`src/rtl/segway_pkg.sv`:
```
// Shared types and constants for the balance controller.
// Rider sequencer states, timer widths and weight thresholds.
package segway_pkg;

  typedef enum logic [1:0] {
    IDLE  = 2'd0,
    WAIT  = 2'd1,
    STEER = 2'd2
  } steer_state_t;

  localparam int TMR_W_FAST = 15;
  localparam int TMR_W_SLOW = 26;

  localparam logic [11:0] MIN_RIDER_WT_DEF = 12'h200;
  localparam logic [11:0] WT_HYST_DEF      = 12'h040;

endpackage

```
`src/rtl/settle_tmr.sv`:
```
// Saturating settle timer for the rider sequencer.
// Clear wins over increment; count never wraps.
module settle_tmr #(
  parameter int W = 15
) (
  input  logic         clk,
  input  logic         rst,
  input  logic         clr,
  input  logic         inc,
  output logic         full,
  output logic [W-1:0] count
);

  assign full = &count;

  // Count clean cycles, holding at all-ones.
  always_ff @(posedge clk) begin
    if (rst)
      count <= '0;
    else if (clr)
      count <= '0;
    else if (inc && !full)
      count <= count + 1'b1;
  end

endmodule

```
`src/rtl/rider_steer_seq.sv`:
```
// Rider presence and steering enable sequencer.
// Captures loads, applies hysteresis, gates steering.
module rider_steer_seq
  import segway_pkg::*;
#(
  parameter bit          fast_sim     = 1'b1,
  parameter logic [11:0] MIN_RIDER_WT = MIN_RIDER_WT_DEF,
  parameter logic [11:0] WT_HYST      = WT_HYST_DEF
) (
  input  logic        clk,
  input  logic        rst,
  input  logic        pwr_up,
  input  logic        ld_vld,
  input  logic [11:0] lft_ld,
  input  logic [11:0] rght_ld,
  output logic        rider_off,
  output logic        en_steer
);

  localparam int TMR_W = fast_sim ? TMR_W_FAST : TMR_W_SLOW;

  localparam logic [12:0] ON_TH  = {1'b0, MIN_RIDER_WT};
  localparam logic [12:0] OFF_TH = ON_TH - {1'b0, WT_HYST};

  steer_state_t state;

  logic [11:0]      lft_q;
  logic [11:0]      rght_q;
  logic             on_q;
  logic             on_nxt;
  logic [12:0]      sum;
  logic [11:0]      diff;
  logic             settle_bad;
  logic             steer_bad;
  logic             tmr_clr;
  logic             tmr_inc;
  logic             tmr_full;
  logic [TMR_W-1:0] tmr_cnt;

  assign sum  = {1'b0, lft_q} + {1'b0, rght_q};
  assign diff = (lft_q >= rght_q) ? (lft_q - rght_q)
                                  : (rght_q - lft_q);

  assign settle_bad = {1'b0, diff} > (sum >> 2);
  assign steer_bad  = {1'b0, diff} > (sum >> 1);

  // Hysteresis: set above threshold, clear below it.
  always_comb begin
    on_nxt = on_q;
    if (sum > ON_TH)
      on_nxt = 1'b1;
    else if (sum < OFF_TH)
      on_nxt = 1'b0;
  end

  // Only a clean, powered WAIT cycle short of full counts.
  always_comb begin
    tmr_inc = pwr_up && (state == WAIT) && on_q &&
              !settle_bad && !tmr_full;
    tmr_clr = !tmr_inc;
    if (pwr_up && (state == WAIT) && on_q &&
        !settle_bad && tmr_full)
      tmr_clr = 1'b1;
  end

  // Load capture and rider flag.
  always_ff @(posedge clk) begin
    if (rst) begin
      lft_q     <= '0;
      rght_q    <= '0;
      on_q      <= 1'b0;
      rider_off <= 1'b1;
    end else begin
      if (ld_vld) begin
        lft_q  <= lft_ld;
        rght_q <= rght_ld;
      end
      on_q      <= on_nxt;
      rider_off <= ~on_nxt;
    end
  end

  // Sequencer FSM with registered steering enable.
  always_ff @(posedge clk) begin
    if (rst) begin
      state    <= IDLE;
      en_steer <= 1'b0;
    end else if (!pwr_up) begin
      state    <= IDLE;
      en_steer <= 1'b0;
    end else begin
      unique case (state)
        IDLE: begin
          if (on_q)
            state <= WAIT;
          en_steer <= 1'b0;
        end
        WAIT: begin
          if (!on_q) begin
            state    <= IDLE;
            en_steer <= 1'b0;
          end else if (!settle_bad && tmr_full) begin
            state    <= STEER;
            en_steer <= 1'b1;
          end else begin
            en_steer <= 1'b0;
          end
        end
        STEER: begin
          if (!on_q) begin
            state    <= IDLE;
            en_steer <= 1'b0;
          end else if (steer_bad) begin
            state    <= WAIT;
            en_steer <= 1'b0;
          end else begin
            en_steer <= 1'b1;
          end
        end
        default: begin
          state    <= IDLE;
          en_steer <= 1'b0;
        end
      endcase
    end
  end

  settle_tmr #(.W(TMR_W)) u_tmr (
    .clk   (clk),
    .rst   (rst),
    .clr   (tmr_clr),
    .inc   (tmr_inc),
    .full  (tmr_full),
    .count (tmr_cnt)
  );

endmodule
```
`config.mk`:
```
export PLATFORM = sky130hd
export DESIGN_NAME = rider_steer_seq
export DESIGN_NICKNAME = d
export VERILOG_FILES = /design/src/rtl/segway_pkg.sv /design/src/rtl/settle_tmr.sv /design/src/rtl/rider_steer_seq.sv
export SDC_FILE = /design/constraint.sdc
export NUM_CORES = 1
export LEC_CHECK = 0
export CAP_MARGIN = 20
export CORE_ASPECT_RATIO = 2
export CORE_MARGIN = 5
export CORE_UTILIZATION = 45
export CTS_CLUSTER_SIZE = 8
export DETAILED_ROUTE_END_ITERATION = 6
export DONT_BUFFER_PORTS = 1
export PLACE_DENSITY = 0.66
export SYNTH_ARGS = -nofsm -noshare
export SYNTH_HDL_FRONTEND = slang
export SYNTH_SLANG_ARGS = --single-unit
```
`constraint.sdc`:
```
create_clock -name clk -period 4.4 [get_ports clk]
set_clock_uncertainty 0.2 [all_clocks]
set_input_delay 0.88 -clock clk [delete_from_list [all_inputs] [get_ports clk]]
set_output_delay 0.88 -clock clk [all_outputs]
set_load 0.05 [all_outputs]
```
# --- After elaboration in Yosys (flattened, before gate mapping) ---
# Cells that the tools add are included.
totals:
  inputBits: 28
  wordCells: 53
  register_bits: 44
op_classes:
  n_mux: 15
  eq_ne: 5
  addsub: 4
  bitwise_logic: 2
  reduce_logical: 15
  order_cmp: 5
ops:
  columns: ["operator", "n"]
  rows:
  - ["$sub A12 B12 Y12", 2]
  - ["$add A15 B1 Y15 const B", 1]
  - ["$reduce_and A15 Y1", 1]
  - ["$add A12 B12 Y13", 1]
  - ["$gt A13 B10 Y1 const B", 1]
  - ["$lt A13 B9 Y1 const B", 1]
  - ["$ge A12 B12 Y1", 1]
  - ["$gt A12 B11 Y1", 1]
  - ["$gt A12 B12 Y1", 1]
  - ["$mux W12", 1]
  - ["$mux W2", 5]
  - ["$logic_and A1 B1 Y1", 7]
  - ["$mux W1", 7]
  - ["$pmux W2 S3", 1]
  - ["$reduce_or A2 Y1", 2]
  - ["$logic_not A1 Y1", 3]
  - ["$ne A3 B2 Y1 const B", 1]
  - ["$ne A3 B3 Y1 const B", 1]
  - ["$reduce_and A3 Y1", 1]
  - ["$eq A2 B1 Y1 const B", 1]
  - ["$eq A2 B2 Y1 const B", 1]
  - ["$logic_not A2 Y1", 1]
  - ["$ne A2 B2 Y1 const B", 1]
  - ["$not A1 Y1", 2]
  - ["$pmux W1 S2", 1]

# --- Depth between registers and ports, before layout ---
# Gate-level depths: netlist (run 1).
logic_depth:
  word_depth: 9
  mapped_depth: 22

# --- Cells and area by module ---
# Synthesis (run 1) repeated with hierarchy kept, for this count alone.
unflattened:
  cells_unflattened: 503
  hier_area_um2: 4149.0
modules_own_cells:
  columns: ["mod", "instances", "cells_per_inst", "area_each_um2"]
  rows:
  - ["rider_steer_seq", 1, 412, 3343.2]
  - ["settle_tmr", 1, 91, 805.8]

# --- Least setup slack after synthesis (run 1) ---
# OpenSTA, ideal clock, no wires.
synth_timing:
  kind: "flip-flop to flip-flop"
  start: "register rght_q[1]"
  end: "register state[0]"
  path_buffers: 1
  arrival_time_ns: 4.347
  required_ns: 4.081
  setup_slack_ns: -0.265
  synth_period_minus_slack_ns: 4.665
  stages_incl_launch_ff: 21
  setup_ns: 0.119
  cell_sequence: "dfxtp_1 > inv_1 > fa_1 > a21o_1 > a211oi_2 > o31ai_4 > o21ai_4 > buf_2 > mux2_2 > nand3_1 > nand3_1 > a211oi_1 > ha_1 > and3_1 > nand4_1 > a21oi_1 > a211o_1 > o31ai_1 > or4_1 > nand3_1 > mux2i_1"
synth_via:
  elab_chain_len: 7
  word_cells_on_any_way: 12
  cone_classes: "add/sub (3); order compare (3); eq/ne (2); mux (1); reduce/logical (3)"
synth_rtl:
  columns: ["element", "line_no", "source"]
  rows:
  - ["start: declaration", "rider_steer_seq.sv:28", "logic [11:0] rght_q;"]
  - ["start signal: assignment", "rider_steer_seq.sv:76", "rght_q <= rght_ld;"]
  - ["$sub A12 B12 Y12 (tied with other cells)", "rider_steer_seq.sv:42", ": (rght_q - lft_q);"]
  - ["$mux W12", "rider_steer_seq.sv:41", "assign diff = (lft_q >= rght_q) ? (lft_q - rght_q)"]
  - ["$gt A12 B11 Y1", "rider_steer_seq.sv:44", "assign settle_bad = {1'b0, diff} > (sum >> 2);"]
  - ["$logic_not A1 Y1", "rider_steer_seq.sv:102", "end else if (!settle_bad && tmr_full) begin"]
  - ["$logic_and A1 B1 Y1", "rider_steer_seq.sv:102", null]
  - ["$ne A3 B2 Y1 (no line)", null, null]
  - ["$reduce_and A3 Y1 (no line) *", null, null]
  - ["end signal: assignment", "rider_steer_seq.sv:100", "state <= IDLE;"]
  - ["end signal: assignment", "rider_steer_seq.sv:103", "state <= STEER;"]
  - ["end signal: assignment", "rider_steer_seq.sv:111", "state <= IDLE;"]
  - ["end: declaration", "rider_steer_seq.sv:25", "steer_state_t state;"]
# Every way passes the cells marked *; elsewhere a longest branch is shown, timed or not.
# A chain may end at the register's enable or synchronous reset.

# --- Worst setup path after layout (run 1) ---
layout_timing:
  start: "register lft_q[0]"
  end: "register state[0]"
layout_via:
  elab_chain_len: 7
  word_cells_on_any_way: 12
  cone_classes: "add/sub (3); order compare (3); eq/ne (2); mux (1); reduce/logical (3)"
layout_rtl:
  columns: ["element", "line_no", "source"]
  rows:
  - ["start: declaration", "rider_steer_seq.sv:27", "logic [11:0] lft_q;"]
  - ["start signal: assignment", "rider_steer_seq.sv:75", "lft_q <= lft_ld;"]
  - ["$sub A12 B12 Y12 (tied with other cells)", "rider_steer_seq.sv:42", null]
  - ["$mux W12", "rider_steer_seq.sv:41", null]
  - ["$gt A12 B11 Y1", "rider_steer_seq.sv:44", null]
  - ["$logic_not A1 Y1", "rider_steer_seq.sv:102", null]
  - ["$logic_and A1 B1 Y1", "rider_steer_seq.sv:102", null]
  - ["$ne A3 B2 Y1 (no line)", null, null]
  - ["$reduce_and A3 Y1 (no line) *", null, null]
# Marked as above.

==> results of run 1 <==
==> cell usage after synthesis, drive strengths merged, types with 2 or more instances <==
cell | instances | area (um2)
a211o | 2 | 17.52
a211oi | 3 | 27.52
a21o | 8 | 60.06
a21oi | 29 | 145.1
a221oi | 3 | 26.28
a31oi | 4 | 25.02
and2 | 2 | 12.51
and3 | 8 | 50.05
buf | 12 | 72.56
clkbuf | 6 | 22.52
dfxtp | 44 | 880.8
fa | 3 | 60.06
ha | 63 | 788.3
inv | 43 | 161.4
mux2 | 5 | 56.30
mux2i | 33 | 334.1
nand2 | 20 | 75.07
nand2b | 5 | 31.28
nand3 | 12 | 60.06
nand3b | 3 | 22.52
nand4 | 6 | 37.54
nor2 | 62 | 292.8
nor2b | 7 | 43.79
nor3 | 6 | 30.03
o21ai | 20 | 111.4
o21bai | 4 | 30.03
o221ai | 2 | 17.52
o31ai | 4 | 43.79
o41ai | 3 | 33.79
or3 | 2 | 12.51
or4 | 2 | 15.01
xnor2 | 23 | 201.4
xor2 | 8 | 70.07
==> how the worst min path moves through the flow <==
stage	startpoint	endpoint	slack, ps	cells after the start
after floorplan	u_tmr.count[0]$_SDFFE_PP0P_	u_tmr.count[0]$_SDFFE_PP0P_	240	1
after global placement	u_tmr.count[0]$_SDFFE_PP0P_	u_tmr.count[0]$_SDFFE_PP0P_	250	1
after detailed placement	u_tmr.count[0]$_SDFFE_PP0P_	u_tmr.count[0]$_SDFFE_PP0P_	260	1
after CTS	u_tmr.count[0]$_SDFFE_PP0P_	u_tmr.count[0]$_SDFFE_PP0P_	300	1
after global routing	u_tmr.count[0]$_SDFFE_PP0P_	u_tmr.count[0]$_SDFFE_PP0P_	320	1
final	u_tmr.count[0]$_SDFFE_PP0P_	u_tmr.count[0]$_SDFFE_PP0P_	290	1
==> metrics by stage <==
step           TNS, ps  std cells
6_report         -1254        632
2_1_floorplan        0        471
5_1_grt          -4134        632
4_1_cts         -216.9        631
3_3_place_gp     -2418        607
3_5_place_dp     -5416        607
==> cell type report <==
class | count | area [um2]
inverters | 43 | 161.4
repair buffers | 71 | 595.6
well taps | 100 | 125.1
clock buffers | 6 | 138.9
clock inverters | 2 | 38.79
fillers | 759 | 3591
flip-flops and latches | 44 | 887.1
multi-input cells | 366 | 3110
==> repair_timing <==
item                       CTS  global route
gates resized for setup     43            11
setup endpoints to repair   18            18
gates cloned                 1             0
setup buffers               15             1
pin swaps                   38            14
==> flip-flops by register name (all words and copies together) (netlist names) <==
name         count
lft_q           12
en_steer         1
rider_off        1
state            2
rght_q          12
on_q             1
u_tmr.count     15
==> layer usage <==
metal | global-route usage | wire length [um]
met1 | 0.1706 | 3455
met2 | 0.4109 | 6263
met3 | 0.03093 | 296
met4 | 0.1419 | 770
met5 | 0 | 0
==> logic make-up (layout without fill, tap and decap cells) <==
kind of cell | count (synthesis) | after routing | synth area share
adders and majority gates | 66 | 66 | 0.2125
buffers and inverters | 61 | 122 | 0.06424
muxes | 38 | 38 | 0.09777
AOI/OAI and AO/OA | 91 | 91 | 0.1554
and+or+nand+nor | 140 | 140 | 0.1815
xor gates and xnor gates | 31 | 31 | 0.06800
DFF | 44 | 44 | 0.2206
==> worst max-delay path, delay by kind of cell (launching register included) <==
family | cells | cell delay, ps
AND/OR/NAND/NOR | 6 | 1250
adder cells (fa/ha/maj) | 3 | 790
AO/OA/AOI/OAI | 8 | 1200
flip-flops | 1 | 320
multiplexers | 2 | 490
buffers and inverters | 3 | 240
==> report_power, final <==
part	total [mW]	internal [mW]	switching [mW]	leakage, nW
clock network	0.442	0.284	0.158	0.0871
logic	0.958	0.474	0.484	1.80
registers	0.437	0.416	0.0211	0.362
==> out/results.ini, run 1 <==
[yosys]
synthCells=471
syn_nets=565
ys_seq_area_frac=0.2206
synth_edf_count=0
synthFlopType=dfxtp_1
yosys_warnings=0
ys_ff_latch=44
async_flop_share=0
synth_cell_types=59
syn-cell-area_mm2=0.003993
avgSynthCellArea_um2=8.477

[setup_path]
cpPeakStageDelay_ps=400
slowest_stage=or4_1
path_cells=inv_2, ha_4, inv_2, fa_2, a21o_1, a211oi_2, o31ai_4, o21ai_4, buf_6, mux2_4, or3_1, nand3_2, a211oi_2, ha_1, and3_4, nand4_1, a21oi_2, a211o_1, o31ai_4, or4_1, nand3_1, mux2i_1
cp.arrival_ps=4600
r2r_slack_ps=-180
crit-reg2reg-launch=lft_q[0]$_SDFFE_PP0P_
crit_type=reg -> reg
crit_path_end=state[0]$_SDFFE_PP0P_
cp_max_fo=4
required_ps=4420
timing.rr.end=state[0]$_SDFFE_PP0P_
ff2ff_path_depth=22
cp-start-kind=register
startpoint=lft_q[0]$_SDFFE_PP0P_
crit_path_end_kind=register

[clocking]
cts_tree=yes
clk_pin_slew_ps=60
cts_buffers=5
clk_latency_ps=290
holdBufCountCts=0
cts_sinks=44
cts_buffer_depth=2
cts-root-buf=clkbuf_16
cts-htree-levels=2

[timing]
slew_headroom=0.6607
min_period_ps=4577
drv_slew=0
worst_pin_slew_ps=505.4
setup_viol=18
rsz0062_at_grt=true
hold_viol_final=0
fmax_mhz=218.5
layout_setup_ws_ps=-177.3
fin_crit_sh=1.040
hold_ws_ps=293.8

[place]
dpl_cell_area_mm2=0.004476
pre_cts_slack_ps=-376.4
dpl.hpwl_um=8335
gp_congestion=0.8804
portBuffers=0

[cells_and_area]
finalNetCount=625
mostFrequentLayoutCell=buf_4
diodes=0
layout-area-overhead-vs-synth_pct=26.67
final_cell_mix=buf_4 (61), ha_1 (60), nor2_1 (49)
final_area_mm2=0.005057
utilization=0.5848
layout-drive-gt1-share=0.2707

[grt]
grt_use_total=0.2021
gr-total-overflow=0
grt_pass1_wl_um=17820
antenna_found_initial=0
grt_pass1_vias=3860
grt_start_max_net_pins=28

[drt]
detailedRoute.firstIterationViolations=163
drc_errors=0
firstDrtPassIters=4
wl_per_cell_um=17.07
antenna_left=0
vias_per_cell=5.676
drt_wl_total_um=10790
vias=3587

[die]
fp.dieArea_mm2=0.01097
core_area_mm2=0.008648
initial_utilization=0.4617
rows=48
die_x_um=76.61
die-height_um=143.2
io_pins=30

[min_path]
hp-class=reg -> reg

[power]
p_leak_nw=2.246
p_per_area_mw_per_mm2=363.2
ir_drop_mv=0.3337
finalPower_mw=1.837

[run_status]
violations=setup timing
outcome=finished with violations

[run]
drv_cap=0

(Power assumes the default switching activity.)
==> run 2, diff against run 1 <==
==> constraint.sdc (replaced) <==
create_clock -name clk -period 4 [get_ports clk]
set_clock_uncertainty 0.2 [all_clocks]
set_input_delay 0.8 -clock clk [delete_from_list [all_inputs] [get_ports clk]]
set_output_delay 0.8 -clock clk [all_outputs]
set_load 0.05 [all_outputs]
==> out/results.ini, run 2 (synthesized netlist as in run 1, its figures left out) <==
[clocking]
cts-htree-levels=2  ; unchanged
clk_pin_slew_ps=60  ; about the same
cts_tree=yes
clk_latency_ps=290  ; about the same
cts_buffer_depth=2  ; unchanged
cts_buffers=5  ; unchanged
cts-root-buf=clkbuf_16
cts_sinks=44  ; unchanged

[drt]
firstDrtPassIters=4  ; unchanged
drc_errors=0  ; unchanged
vias_per_cell=5.492  ; -3.2%
wl_per_cell_um=16.25  ; -4.8%
detailedRoute.firstIterationViolations=116  ; -29%
antenna_left=0  ; unchanged
drt_wl_total_um=10500  ; -2.7%
vias=3548  ; -1.1%

[place]
gp_congestion=0.8816  ; +0.14%
portBuffers=0  ; unchanged
dpl.hpwl_um=8792  ; +5.5%
dp.cells=636  ; +4.8%

[setup_path]
crit_type=reg -> reg
cp_max_fo=9  ; +5
cp.arrival_ps=4610  ; about the same
required_ps=4020  ; -400 ps
crit_path_end_kind=register
cp-start-kind=register

[die]
io_pins=30  ; unchanged
initial_utilization=0.4617  ; unchanged
fp.dieArea_mm2=0.01097  ; unchanged
die_x_um=76.61  ; unchanged
die-height_um=143.2  ; unchanged
core_area_mm2=0.008648  ; unchanged
rows=48  ; unchanged

[power]
p_int_mw=1.248  ; +6.3%
p_per_area_mw_per_mm2=382.6  ; +5.3%
p_seq_frac=0.250  ; +0.012
switching_share=0.3508  ; -0.01015
p_leak_nw=2.296  ; +2.2%
ir_drop_mv=0.3144  ; -5.8%
combPwrFrac=0.498  ; -0.023
power.share.clock=0.252  ; +0.011
power_switching_mw=0.6743  ; +1.7%

[timing]
rsz0062_at_grt=true
layout_setup_ws_ps=-582.3  ; -405.0 ps
drv_slew=0  ; unchanged
fin_crit_sh=1.146  ; +0.1053
slew_headroom=0.6782  ; +0.01750
setup_viol=18  ; unchanged
hold_ws_ps=273.8  ; -20.03 ps
fmax_mhz=218.2  ; -0.11%
worst_pin_slew_ps=482.1  ; -23.28 ps
min_period_ps=4582  ; +5.026 ps
hold_viol_final=0  ; unchanged

[grt]
antenna_found_initial=0  ; unchanged
gr-usage-met3=0.02778  ; -0.003157
grt_pass1_vias=3825  ; -0.91%
top_usage_layer=met2
grt_use_total=0.1988  ; -0.003282
grt_start_max_net_pins=28  ; unchanged
gr-total-overflow=0  ; unchanged
grt_pass1_wl_um=17500  ; -1.8%
grt_use_met1=0.1647  ; -0.005949
met2_usage=0.4186  ; +0.007685

[cells_and_area]
final_cell_mix=buf_4 (83), ha_1 (62), nor2_1 (52)
mostFrequentLayoutCell=buf_4
layout-area-overhead-vs-synth_pct=25.82
diodes=0  ; unchanged
finalNetCount=639  ; +2.2%
fin_cells=646  ; +2.2%
reg.largest.list=u_tmr.count: 15 flops, lft_q: 12 flops, rght_q: 12 flops
largest_register=u_tmr.count
layout-drive-gt1-share=0.2674  ; -0.003277
largest_reg_flops=15  ; unchanged

[run]
drv_cap=0  ; unchanged

[run_status]
outcome=finished with violations
violations=setup timing

[min_path]
hp-class=reg -> reg

## run 2: cell count changes in the layout (fill, tap and decap cells not counted), moves of 2 or more
cell	change
a21oi_1	+2
a21oi_2	-2
nor2_4	-4
buf_6	-8
buf_4	+22
ha_4	-2
mux2i_2	-2
ha_1	+2
mux2i_1	+2
nor2_1	+3
## run 2: worst max-delay path, stage by stage (launching register included)
cell      delay, ps
dfxtp_2         320
inv_2            50
ha_4            120
inv_2            30
fa_2            350
a21o_1          210
a211oi_2        270
o31ai_4          90
o21ai_4         160
buf_12          150
buf_4           110
mux2_4          320
nand3_2          70
nand3_2         120
a211oi_4        300
ha_1            290
and3_1          160
nand4_1         120
nor3_1           60
a21oi_1         180
o31ai_2         130
or4_1           400
nand3_1         100
mux2i_1         170
## run 2: timing repair
action,in CTS,in global routing
endpoints found under the hold margin,0,0
hold buffers,0,0
gates resized for setup,2,9
endpoints found under the setup margin,18,18
buffers inserted,1,1
pin swaps,1,0
## run 2: metrics by stage
step             util  TNS [ps]  cell area [um2]  setup WS (ps)  total power [mW]
3_3_place_gp   0.5496     -6916             4753         -503.1             1.378
4_1_cts        0.5738     -6878             4962         -524.8             1.905
5_1_grt        0.5809     -9796             5024         -794.3             2.060
2_1_floorplan       -     -2687             4103         -252.5             1.079
3_5_place_dp   0.5496     -8173             4753         -632.2             1.392
6_report       0.5809     -5955             5024         -582.3             1.922
## run 2: power by group through the flow
stage	registers (mW)	clock network [mW]	logic, mW
6_report	0.480	0.484	0.957
4_1_cts	0.480	0.501	0.923
5_1_grt	0.482	0.517	1.06
3_3_place_gp	0.489	0	0.889
2_1_floorplan	0.489	0	0.590
3_5_place_dp	0.490	0	0.902
## run 2: final timing paths
path                                             startpoint                           to  slack, ps  depth (start not counted)
worst max-delay path                  lft_q[0]$_SDFFE_PP0P_        state[0]$_SDFFE_PP0P_       -580                         23
worst min-delay path            u_tmr.count[0]$_SDFFE_PP0P_  u_tmr.count[0]$_SDFFE_PP0P_        270                          1
worst max register to register        lft_q[0]$_SDFFE_PP0P_        state[0]$_SDFFE_PP0P_       -580                         23
worst min register to register  u_tmr.count[0]$_SDFFE_PP0P_  u_tmr.count[0]$_SDFFE_PP0P_        270                          1
## run 2: final cells by class
| cell class | count | area (um2) |
|---|---|---|
| Clock inverter | 2 | 38.79 |
| Tap cell | 100 | 125.1 |
| Inverter | 43 | 161.4 |
| Sequential cell | 44 | 887.1 |
| Timing Repair Buffer | 85 | 663.1 |
| Multi-Input combinational cell | 366 | 3009 |
| Fill cell | 801 | 3625 |
| Clock buffer | 6 | 138.9 |
## run 2: metal layers
metal	vias up	share of wire
met2	68	0.59
met1	1673	0.32
met5	-	0
met4	0	0.061
li1	1771	-
met3	36	0.022
